[config.mk]
export PLATFORM = sky130hd
export DESIGN_NAME = csa_slice_sequencer
export DESIGN_NICKNAME = d
export VERILOG_FILES = /design/src/rtl/csa_pkg.sv /design/src/rtl/csa_slice.sv /design/src/rtl/csa_slice_sequencer.sv
export SDC_FILE = /design/constraint.sdc
export NUM_CORES = 1
export LEC_CHECK = 0
export ABC_AREA = 1
export CORE_UTILIZATION = 43
export CTS_CLUSTER_DIAMETER = 150
export DETAILED_ROUTE_END_ITERATION = 10
export GPL_TIMING_DRIVEN = 0
export PLACE_DENSITY = 0.88
export SYNTH_ARGS = -nofsm -noshare
export SYNTH_HDL_FRONTEND = slang
export SYNTH_SLANG_ARGS = --single-unit
[constraint.sdc]
create_clock -name clk -period 2.3 [get_ports clk]
set_input_delay 0.345 -clock clk [delete_from_list [all_inputs] [get_ports clk]]
set_output_delay 0.345 -clock clk [all_outputs]
set_load 0.02 [all_outputs]
[src/rtl/csa_pkg.sv]
// rtl/csa_pkg.sv - shared defaults, state type and arbitration helper for the carry-skip sequencer
package csa_pkg;

  localparam int DEF_WIDTH = 16;
  localparam int DEF_SLICE = 4;

  typedef enum logic [1:0] {
    ST_IDLE = 2'd0,
    ST_CALC = 2'd1,
    ST_DONE = 2'd2
  } state_t;

  // One-hot grant: a lone requester always wins, a tie goes to the rr pointer.
  function automatic logic [1:0] rr_grant(input logic [1:0] valid, input logic rr);
    case (valid)
      2'b01:   return 2'b01;
      2'b10:   return 2'b10;
      2'b11:   return rr ? 2'b10 : 2'b01;
      default: return 2'b00;
    endcase
  endfunction

endpackage

[src/rtl/csa_slice.sv]
// rtl/csa_slice.sv - one carry-skip adder slice with group propagate and skip-muxed carry out
module csa_slice
  import csa_pkg::*;
#(
  parameter int SLICE = DEF_SLICE
) (
  input  logic [SLICE-1:0] a,
  input  logic [SLICE-1:0] b,
  input  logic             cin,
  output logic [SLICE-1:0] sum,
  output logic             bp,
  output logic             cout
);

  logic [SLICE:0] ripple;

  assign ripple = {1'b0, a} + {1'b0, b} + {{SLICE{1'b0}}, cin};
  assign sum    = ripple[SLICE-1:0];
  assign bp     = &(a ^ b);
  // When every bit propagates the incoming carry bypasses the ripple chain.
  assign cout   = bp ? cin : ripple[SLICE];

endmodule

[src/rtl/csa_slice_sequencer.sv]
// rtl/csa_slice_sequencer.sv - two-requester adder that walks one carry-skip slice per cycle
module csa_slice_sequencer
  import csa_pkg::*;
#(
  parameter  int WIDTH = DEF_WIDTH,
  parameter  int SLICE = DEF_SLICE,
  localparam int N     = WIDTH / SLICE,
  localparam int CW    = $clog2(N + 1)
) (
  input  logic             clk,
  input  logic             rst_n,
  input  logic [1:0]       req_valid,
  output logic [1:0]       req_ready,
  input  logic [WIDTH-1:0] a0,
  input  logic [WIDTH-1:0] b0,
  input  logic [WIDTH-1:0] a1,
  input  logic [WIDTH-1:0] b1,
  input  logic [1:0]       cin,
  output logic             res_valid,
  input  logic             res_ready,
  output logic [WIDTH-1:0] res_sum,
  output logic             res_cout,
  output logic             res_id,
  output logic [CW-1:0]    res_skip_cnt
);

  localparam int KW = (N > 1) ? $clog2(N) : 1;

  state_t           state, state_nxt;
  logic             rr;
  logic [1:0]       grant;
  logic [1:0]       ready_c;
  logic             hs;
  logic             last;
  logic [WIDTH-1:0] a_q, b_q, sum_q;
  logic [KW-1:0]    k;
  logic             carry_q;
  logic             id_q;
  logic [CW-1:0]    skip_q;
  logic [SLICE-1:0] s_a, s_b, s_sum;
  logic             s_bp, s_cout;

  assign grant = rr_grant(req_valid, rr);
  assign last  = (k == KW'(N - 1));
  assign hs    = (state == ST_IDLE) && (|grant);

  always_ff @(posedge clk or negedge rst_n) begin
    if (!rst_n) state <= ST_IDLE;
    else        state <= state_nxt;
  end

  always_comb begin
    state_nxt = state;
    ready_c   = 2'b00;
    case (state)
      ST_IDLE: begin
        ready_c = grant;
        if (|grant) state_nxt = ST_CALC;
      end
      ST_CALC: if (last) state_nxt = ST_DONE;
      ST_DONE: if (res_ready) state_nxt = ST_IDLE;
      default: state_nxt = ST_IDLE;
    endcase
  end

  // Grant is combinational from IDLE, so it is gated to drop the moment reset asserts.
  assign req_ready = rst_n ? ready_c : 2'b00;

  assign s_a = a_q[k*SLICE +: SLICE];
  assign s_b = b_q[k*SLICE +: SLICE];

  csa_slice #(.SLICE(SLICE)) u_slice (
    .a   (s_a),
    .b   (s_b),
    .cin (carry_q),
    .sum (s_sum),
    .bp  (s_bp),
    .cout(s_cout)
  );

  always_ff @(posedge clk or negedge rst_n) begin
    if (!rst_n) begin
      rr      <= 1'b0;
      a_q     <= '0;
      b_q     <= '0;
      sum_q   <= '0;
      k       <= '0;
      carry_q <= 1'b0;
      id_q    <= 1'b0;
      skip_q  <= '0;
    end else begin
      case (state)
        ST_IDLE: if (hs) begin
          a_q     <= grant[1] ? a1 : a0;
          b_q     <= grant[1] ? b1 : b0;
          carry_q <= grant[1] ? cin[1] : cin[0];
          id_q    <= grant[1];
          rr      <= ~grant[1];
          sum_q   <= '0;
          k       <= '0;
          skip_q  <= '0;
        end
        ST_CALC: begin
          sum_q[k*SLICE +: SLICE] <= s_sum;
          carry_q                 <= s_cout;
          if (s_bp) skip_q <= skip_q + 1'b1;
          k <= last ? '0 : k + 1'b1;
        end
        default: ;
      endcase
    end
  end

  assign res_valid    = (state == ST_DONE);
  assign res_sum      = sum_q;
  assign res_cout     = carry_q;
  assign res_id       = id_q;
  assign res_skip_cnt = skip_q;

endmodule

Word-level counts from Yosys, hierarchy flattened
Index checks and enable logic that the tools add are counted.
W data, S select, Z words.
- output and inout bits: 24
- register bits: 58
- memories: 0
- ROM bits: 0
- bits of input ports: 71
- word-level logic and storage cells: 65
- latch bits: 0
- bits in writable memories: 0
- mux-type cells: 23
- eq/ne operators: 12
- $lt $le $gt $ge: 0
- multipliers: 0
- $add $sub $neg: 5
- divide/modulo/power cells: 0
- bitwise gates (word level): 2
- reduce and logical (&&, ||, !) cells: 10
- shift-type cells: 4
- operators with widths (cell ; number):
    $mux W16 ; 3
    $neg A4 Y34 ; 1
    $shift A4 B34 Y16 const A ; 1
    $shiftx A4 B34 Y16 ; 1
    $pmux W16 S2 ; 1
    $shiftx A16 B5 Y4 ; 2
    $bwmux W16 ; 1
    $mux W2 ; 8
    $pmux W2 S3 ; 2
    $reduce_and A3 Y1 ; 3
    $eq A2 B2 Y1 const B ; 4
    $mux W3 ; 2
    $ne A2 B1 Y1 const B ; 3
    $ne A2 B2 Y1 const B ; 3
    $pmux W3 S2 ; 1
    $add A4 B4 Y5 ; 1
    $add A5 B1 Y5 ; 1
    $eq A2 B1 Y1 const B ; 2
    $pmux W2 S2 ; 1
    $reduce_and A2 Y1 ; 2
    $reduce_and A4 Y1 ; 1
    $xor A4 B4 Y4 ; 1
    $add A3 B1 Y3 const B ; 1
    $mux W1 ; 3
    other kinds (7) ; 7

Longest topological paths before layout
- depth in word-level cells: 6
- gate-level depth with buffers: 12
- gate-level depth less buffers: 10

Cells and area by module
Synthesis repeated with hierarchy kept, for this count alone.
- cells, all modules: 414
- area total of the unflattened synthesis: 3228.1 um^2
- modules (own cells, without submodules) (module ; cells each ; sequential area each (um^2) ; times used ; area an instance (um^2)):
    csa_slice_sequencer ; 378 ; 1451.4 ; 1 ; 3010.4
    csa_slice ; 36 ; 0.0 ; 1 ; 217.7

Worst setup path after synthesis
OpenSTA, ideal clock, no wires.
- path kind: flip-flop to flip-flop
- start point: register k[0]
- end point: register sum_q[14] (netlist: res_sum[14])
- period minus slack after synthesis: 2.439 ns
- buffers on the path: 2
- stages on the path, launching flop included: 12
- library setup time: 0.121 ns
- data required time: 2.179 ns
- arrival: 2.318 ns
- setup slack: -0.139 ns
- cell sequence: dfrtp_1 -> clkbuf_1 -> inv_1 -> buf_2 -> nor2_1 -> o22ai_1 -> fa_1 -> fa_1 -> xnor2_1 -> nor2_1 -> nand2_1 -> o21ai_1
- longest elaborated chain between the ends: 6
- elaborated cells on any way between the ends: 9
- classes of those cells: add/sub: 3; shift: 4; mux: 2
- ends and longest elaborated chain (what ; RTL line ; RTL):
    from (decl) ; csa_slice_sequencer.sv:36 ; logic [KW-1:0] k;
    from (signal assigned) ; csa_slice_sequencer.sv:107 ; k <= last ? '0 : k + 1'b1;
    $shiftx A16 B5 Y4 (on tied branches) ; csa_slice_sequencer.sv:69, csa_slice_sequencer.sv:70 ;
    $add A4 B4 Y5 ; csa_slice.sv:17 ; assign ripple = {1'b0, a} + {1'b0, b} + {{SLICE{1'b0}}, cin};
    $add A5 B1 Y5 ; csa_slice.sv:17 ;
    $shiftx A4 B34 Y16 ; csa_slice_sequencer.sv:104 ; sum_q[k*SLICE +: SLICE] <= s_sum;
    $bwmux W16 (*) ; csa_slice_sequencer.sv:104 ;
    $pmux W16 S2 (*) ; csa_slice_sequencer.sv:92 ; case (state)
    to (signal, indexed assignment) ; csa_slice_sequencer.sv:104 ;
    to (decl) ; csa_slice_sequencer.sv:35 ; logic [WIDTH-1:0] a_q, b_q, sum_q;
Mark *: on every way between the ends. The rest lies on a longest branch, timed or not.
A chain may end at the register's enable or synchronous reset.

Worst setup path after layout
- start point: register k[0]
- end point: register sum_q[6] (netlist: res_sum[6])
The elaborated chain is that of the path after synthesis.

==> results_dict.tcl <==
set metrics [dict create \
    cp_data_required_time_ns 2.58 \
    grt_max_degree 33 \
    r2r.worst_path.cells 10 \
    first_pass_iters 4 \
    worstSkewPairLatency_ns 0.36 \
    cp_max_fo 5 \
    cts_buffer_depth 2 \
    cts_buffers 9 \
    grt_usage_pct 25.4 \
    fillers 541 \
    skew_ns 0.0142 \
    dieHeight_um 88.0 \
    multiInputGateArea_mm2 0.00166 \
    nets 584 \
    core-area_mm2 0.00698 \
    max_stage_delay_ns 0.41 \
    n_antenna_cell 0 \
    route.detailed.drc 0 \
    fin_tns_setup_ns 0 \
    path_clk_slew_ns 0.07 \
    cp_cell_sequence "buf_8, clkbuf_16, o21ai_4, o22ai_4, fa_2, fa_2, xnor2_4, nor2_1, nand2_1, o21ai_1" \
    min_period_ns 2.30 \
    overflow 0 \
    cts_tree "built" \
    finalHoldViolCount 0 \
    antenna_found_initial 0 \
    status "complete, no violations" \
    relSlewSlack_pct 64.1 \
    wl_mm 8.94 \
    wl_per_cell_um 14.9 \
    tightest_slew_ns 0.537 \
    fmax_mhz 435 \
    initial_core_util_pct 45.6 \
    period_share_pct 99.9 \
    synth_warnings 0 \
    regArea_mm2 0.00145 \
    worst_setup_path_start_kind "flop" \
    crit_type "reg2reg" \
    drive_gt1_share_pct 20.4 \
    viasPerCell 5.32 \
    ant_nets 0 \
    die_w_um 88.0 \
    grt_pass1_vias 3207 \
    dr_total_vias 3202 \
    crit_slowest_cell "dfrtp_1" \
    final_cells 602 \
    gp_congestion 0.942 \
    synth-seq-area-share_pct 45.6 \
    postSynthCellCount 380 \
    synth.distinct_cells 30 \
    crit_path_frequent_cell "fa_2" \
    root_buffer "clkbuf_8" \
    whs_path_depth 2 \
    cts.sinks 58 \
    drv_cap 0 \
    worstPathArrival_ns 2.58 \
    grt_pass1_wl_mm 14.8 \
    dp_hpwl_mm 6.27 \
    clock_tree.htree_level_count 3 \
    row_count 30 \
    rsz0062_at_grt "true" \
    ir_drop_mv 0.741 \
    dp_cells 571 \
    syn_area_mm2 0.00318 \
    synth_fp_nets 463 \
    drt-initial-drc-count 183 \
    final_cell_mix "nand2_1, clkdlybuf4s50_1, dfrtp_1, o211ai_1, nor2_1" \
    slew_violations 0 \
    die_area_mm2 0.00775 \
    worstHoldPathType "reg2reg" \
    leakagePower_nw 2.15 \
    avgSynthCellArea_um2 8.37 \
    worst_setup_path_end_kind "flop" \
    synth_seq_cells 58 \
    power.density_mw_per_mm2 1480 \
    io_pins 95 \
    whs_ns 0.478 \
    io_buffers 94 \
    mostFrequentLayoutCell "nand2_1" \
    syn_to_final_growth_pct 51.1 \
    finalSetupViolCount 0 \
]
## flip-flops by register name (all words and copies together) (netlist names)
| name | flops |
|---|---|
| rr | 1 |
| res_id | 1 |
| b_q | 16 |
| res_sum | 16 |
| a_q | 16 |
| k | 2 |
| state | 2 |
| res_skip_cnt | 3 |
| res_cout | 1 |
## final timing paths
| path | start | to | slack (ns) |
|---|---|---|---|
| setup / recovery | k[0]$_DFFE_PN0P_ | res_sum[6]$_DFFE_PN0P_ | 0.002 |
| hold / removal | a_q[9]$_DFFE_PN0P_ | a_q[9]$_DFFE_PN0P_ | 0.48 |
| setup reg to reg | k[0]$_DFFE_PN0P_ | res_sum[6]$_DFFE_PN0P_ | 0.002 |
| hold reg to reg | a_q[9]$_DFFE_PN0P_ | a_q[9]$_DFFE_PN0P_ | 0.48 |
| max in group asynchronous | rst_n | k[1]$_DFFE_PN0P_ | 0.61 |
| min in group asynchronous | rst_n | a_q[6]$_DFFE_PN0P_ | 0.52 |
## timing repair
item	4_1_cts	5_1_grt
setup buffers	8	5
endpoints found under the setup margin	22	18
hold endpoints to repair	0	27
hold buffers	0	4
pin swaps	9	15
resized for setup	28	25
## cells by family after synthesis
group / after synthesis / share of synthesized area (%)
buffers and inverters: 44 / 6.02
DFF: 58 / 45.6
adders and majority gates: 12 / 5.19
AOI/OAI and AO/OA: 79 / 16.1
and+or+nand+nor: 185 / 26.5
xor gates and xnor gates: 2 / 0.551
## Yosys cell counts
cell / number / area share, %
inv_4: 1 / 0.20
nor3_2: 1 / 0.31
or2_0: 1 / 0.20
clkbuf_2: 1 / 0.16
fa_1: 2 / 1.3
o211ai_1: 32 / 7.6
ha_1: 10 / 3.9
nor3_1: 2 / 0.31
inv_2: 9 / 1.1
or2_1: 12 / 2.4
inv_1: 16 / 1.9
nand2_1: 98 / 12
buf_6: 1 / 0.35
nor2_4: 1 / 0.35
nor2_1: 28 / 3.3
a21oi_1: 1 / 0.16
o21ai_0: 18 / 2.8
nand3_1: 15 / 2.4
nor2_8: 1 / 0.63
buf_2: 6 / 0.94
o21ai_4: 1 / 0.51
o31ai_1: 5 / 1.2
clkbuf_1: 8 / 0.94
nand4_1: 5 / 0.98
o21ai_1: 11 / 1.7
dfrtp_1: 58 / 46
buf_4: 2 / 0.47
xnor2_1: 2 / 0.55
o22ai_1: 11 / 2.2
or2_2: 21 / 4.1
## metal layers
metal  GRT usage [%]  routed length, um  up-vias
li1                -                  -     1521
met1            29.7               3450     1514
met2            43.6               4550      144
met3            6.22                703       23
met4            12.8                239        0
met5               0                  0        -
## worst max-delay path, delay by kind of cell (launching register included)
family / cells / cell delay (ns)
XOR/XNOR: 1 / 0.16
AND/OR/NAND/NOR: 2 / 0.18
AO/OA/AOI/OAI: 3 / 0.37
buffers and inverters: 2 / 0.29
flip-flops: 1 / 0.41
adder cells (fa/ha/maj): 2 / 0.81
## metrics by stage
stage	setup slack (ns)	utilization (%)	instance area, um^2	power [mW]
final	0.00192	68.9	4810	7.11
after global routing	-0.0868	68.9	4810	7.62
after CTS	-0.0221	66.5	4640	6.59
after detailed placement	-0.402	61.2	4270	5.20
after global placement	-1.74	61.0	4260	5.07
after floorplan	0.0439	-	3200	4.10
## layout make-up
class                           instances  area share, %
Buffer                                 16           2.81
Inverter                               26           2.13
Timing Repair Buffer                  112           23.1
Sequential cell                        58           30.2
Tap cell                               96           2.50
Multi-Input combinational cell        278           34.5
Clock inverter                          4           1.54
Clock buffer                           12           3.23
## power by group
| part | leakage (nW) | switching, mW | internal [mW] |
|---|---|---|---|
| sequential | 0.735 | 0.310 | 1.47 |
| clock | 0.117 | 0.407 | 0.669 |
| combinational | 1.30 | 2.43 | 1.82 |
| total | 2.15 | 3.15 | 3.96 |
No activity file was read; power rests on OpenSTA's default activity.
==> RTL change (same flow settings) <==
`DEF_WIDTH`: 16 -> 32.
--- a/src/rtl/csa_pkg.sv
+++ b/src/rtl/csa_pkg.sv
@@ -2,5 +2,5 @@
 package csa_pkg;
 
-  localparam int DEF_WIDTH = 16;
+  localparam int DEF_WIDTH = 32;
   localparam int DEF_SLICE = 4;
 
Ports: changed (6 resized); port bits go from 95 to 176. No check against the original RTL was run, so the function may have changed too.
==> RTL change against the unedited design <==
The flow now finishes with violations (hold timing, setup timing); clock skew decreased by 0.0030 ns; first-iteration DRC count rose to 3.3 times the old value; combinational power increased by 110%; sequential cell count up 50; wire length is 110% higher; maximum frequency fell by 11%; synthesized area grew 77%; worst setup slack lost 0.29 ns; synthesized cell count grew 94%; power up 96%; cell area increased by 80%; non-clock buffer count increased by 120; cell count grew 89%.
==> RTL change: results (changes against the unedited design) <==
qor: synthesis.synth_compound_area_share 11.8% [-4.4 points]
qor: cells_and_area.signal_buffer_area_fraction 27.4% [+1.5 points]
qor: route.wl_met1 7360 µm [+110%]
qor: cells_and_area.post_layout_net_count 1111 [+90%]
qor: place.placement.cell_area 7670 µm² [+80%]
qor: route.routed_wl 19200 µm [+110%]
qor: global_routing.grtUsageTotal 28.6% [+3.1 points]
qor: status.run_status finished, violations left
qor: power.p_int 7.43 mW [+88%]
qor: power.pwr_density_cell 1610 nW/µm² [+9.1%]
qor: sta.timing.setup.tns -5.03 ns [-5.03 ns]
qor: power.total_leakage_power 3.97 nW [+85%]
qor: setup_path.rr_worst_depth 13 [+3]
qor: min_path.timing.hold.worst.class in2async
qor: cells_and_area.layout.non_clock_buffers 248 [+94%]
qor: sta.setup_viol 29 [+29]
qor: sta.worst_hold_slack -0.00539 ns [-0.484 ns]
qor: sta.hold_violations 3 [+3]
qor: synthesis.synth_cell_types 29 [-3.3%]
qor: synthesis.synth.top_cells.by_count sky130_fd_sc_hd__nand2_1, sky130_fd_sc_hd__dfrtp_1, sky130_fd_sc_hd__o21ai_0
qor: power.vdd_ir_drop_max 1.14 mV [+54%]
qor: synthesis.syn-cell-area 5640 µm² [+77%]
qor: route.wl_per_cell 16.8 µm [+13%]
qor: global_routing.grtUsageMet1 33.7% [+4.0 points]
qor: place.dpl.hpwl 12800 µm [+100%]
qor: status.failed_checks hold timing, setup timing
qor: global_routing.largest_net_degree_at_the_start_of_global_routing 72 [+120%]
qor: setup_path.crit_end res_sum[5]
qor: sta.setup_slack -0.292 ns [-0.294 ns]
## RTL change: cell types whose count changed after synthesis, sizes merged, moves of 32 or more
| cell | delta |
|---|---|
| dfrtp | +50 |
| nand2 | +155 |
| nand3 | +58 |
| nor2 | +46 |
| o211ai | -32 |
| o21ai | +63 |
| or2 | -33 |
## RTL change: power by group through the flow
| stage | combinational, mW | clock, mW | sequential [mW] |
|---|---|---|---|
| 6_report | 9.02 | 1.63 | 3.30 |
| 5_1_grt | 9.65 | 1.69 | 3.36 |
| 4_1_cts | 8.13 | 1.62 | 3.25 |
| 3_5_place_dp | 6.39 | 0 | 3.27 |
| 3_3_place_gp | 6.24 | 0 | 3.25 |
| 2_1_floorplan | 3.96 | 0 | 3.41 |
## RTL change: worst max-delay path: stages, from the launching register on
cell and delay, ns:
sky130_fd_sc_hd__dfrtp_1 0.38, sky130_fd_sc_hd__buf_6 0.16, sky130_fd_sc_hd__clkinv_8 0.08, sky130_fd_sc_hd__buf_12 0.15
sky130_fd_sc_hd__o21ai_4 0.13, sky130_fd_sc_hd__o21ai_2 0.09, sky130_fd_sc_hd__nand2_1 0.09, sky130_fd_sc_hd__nand2_2 0.08
sky130_fd_sc_hd__fa_2 0.39, sky130_fd_sc_hd__inv_2 0.07, sky130_fd_sc_hd__fa_2 0.47, sky130_fd_sc_hd__inv_2 0.12
sky130_fd_sc_hd__nand3_2 0.12, sky130_fd_sc_hd__o21ai_2 0.18
## RTL change: what timing repair did
| item | in CTS | in global routing |
|---|---|---|
| resized for setup | 79 | 45 |
| gates cloned | 1 | 0 |
| hold buffers | 0 | 0 |
| buffers inserted | 28 | 7 |
| endpoints found under the setup margin | 35 | 39 |
| pin swaps | 29 | 34 |
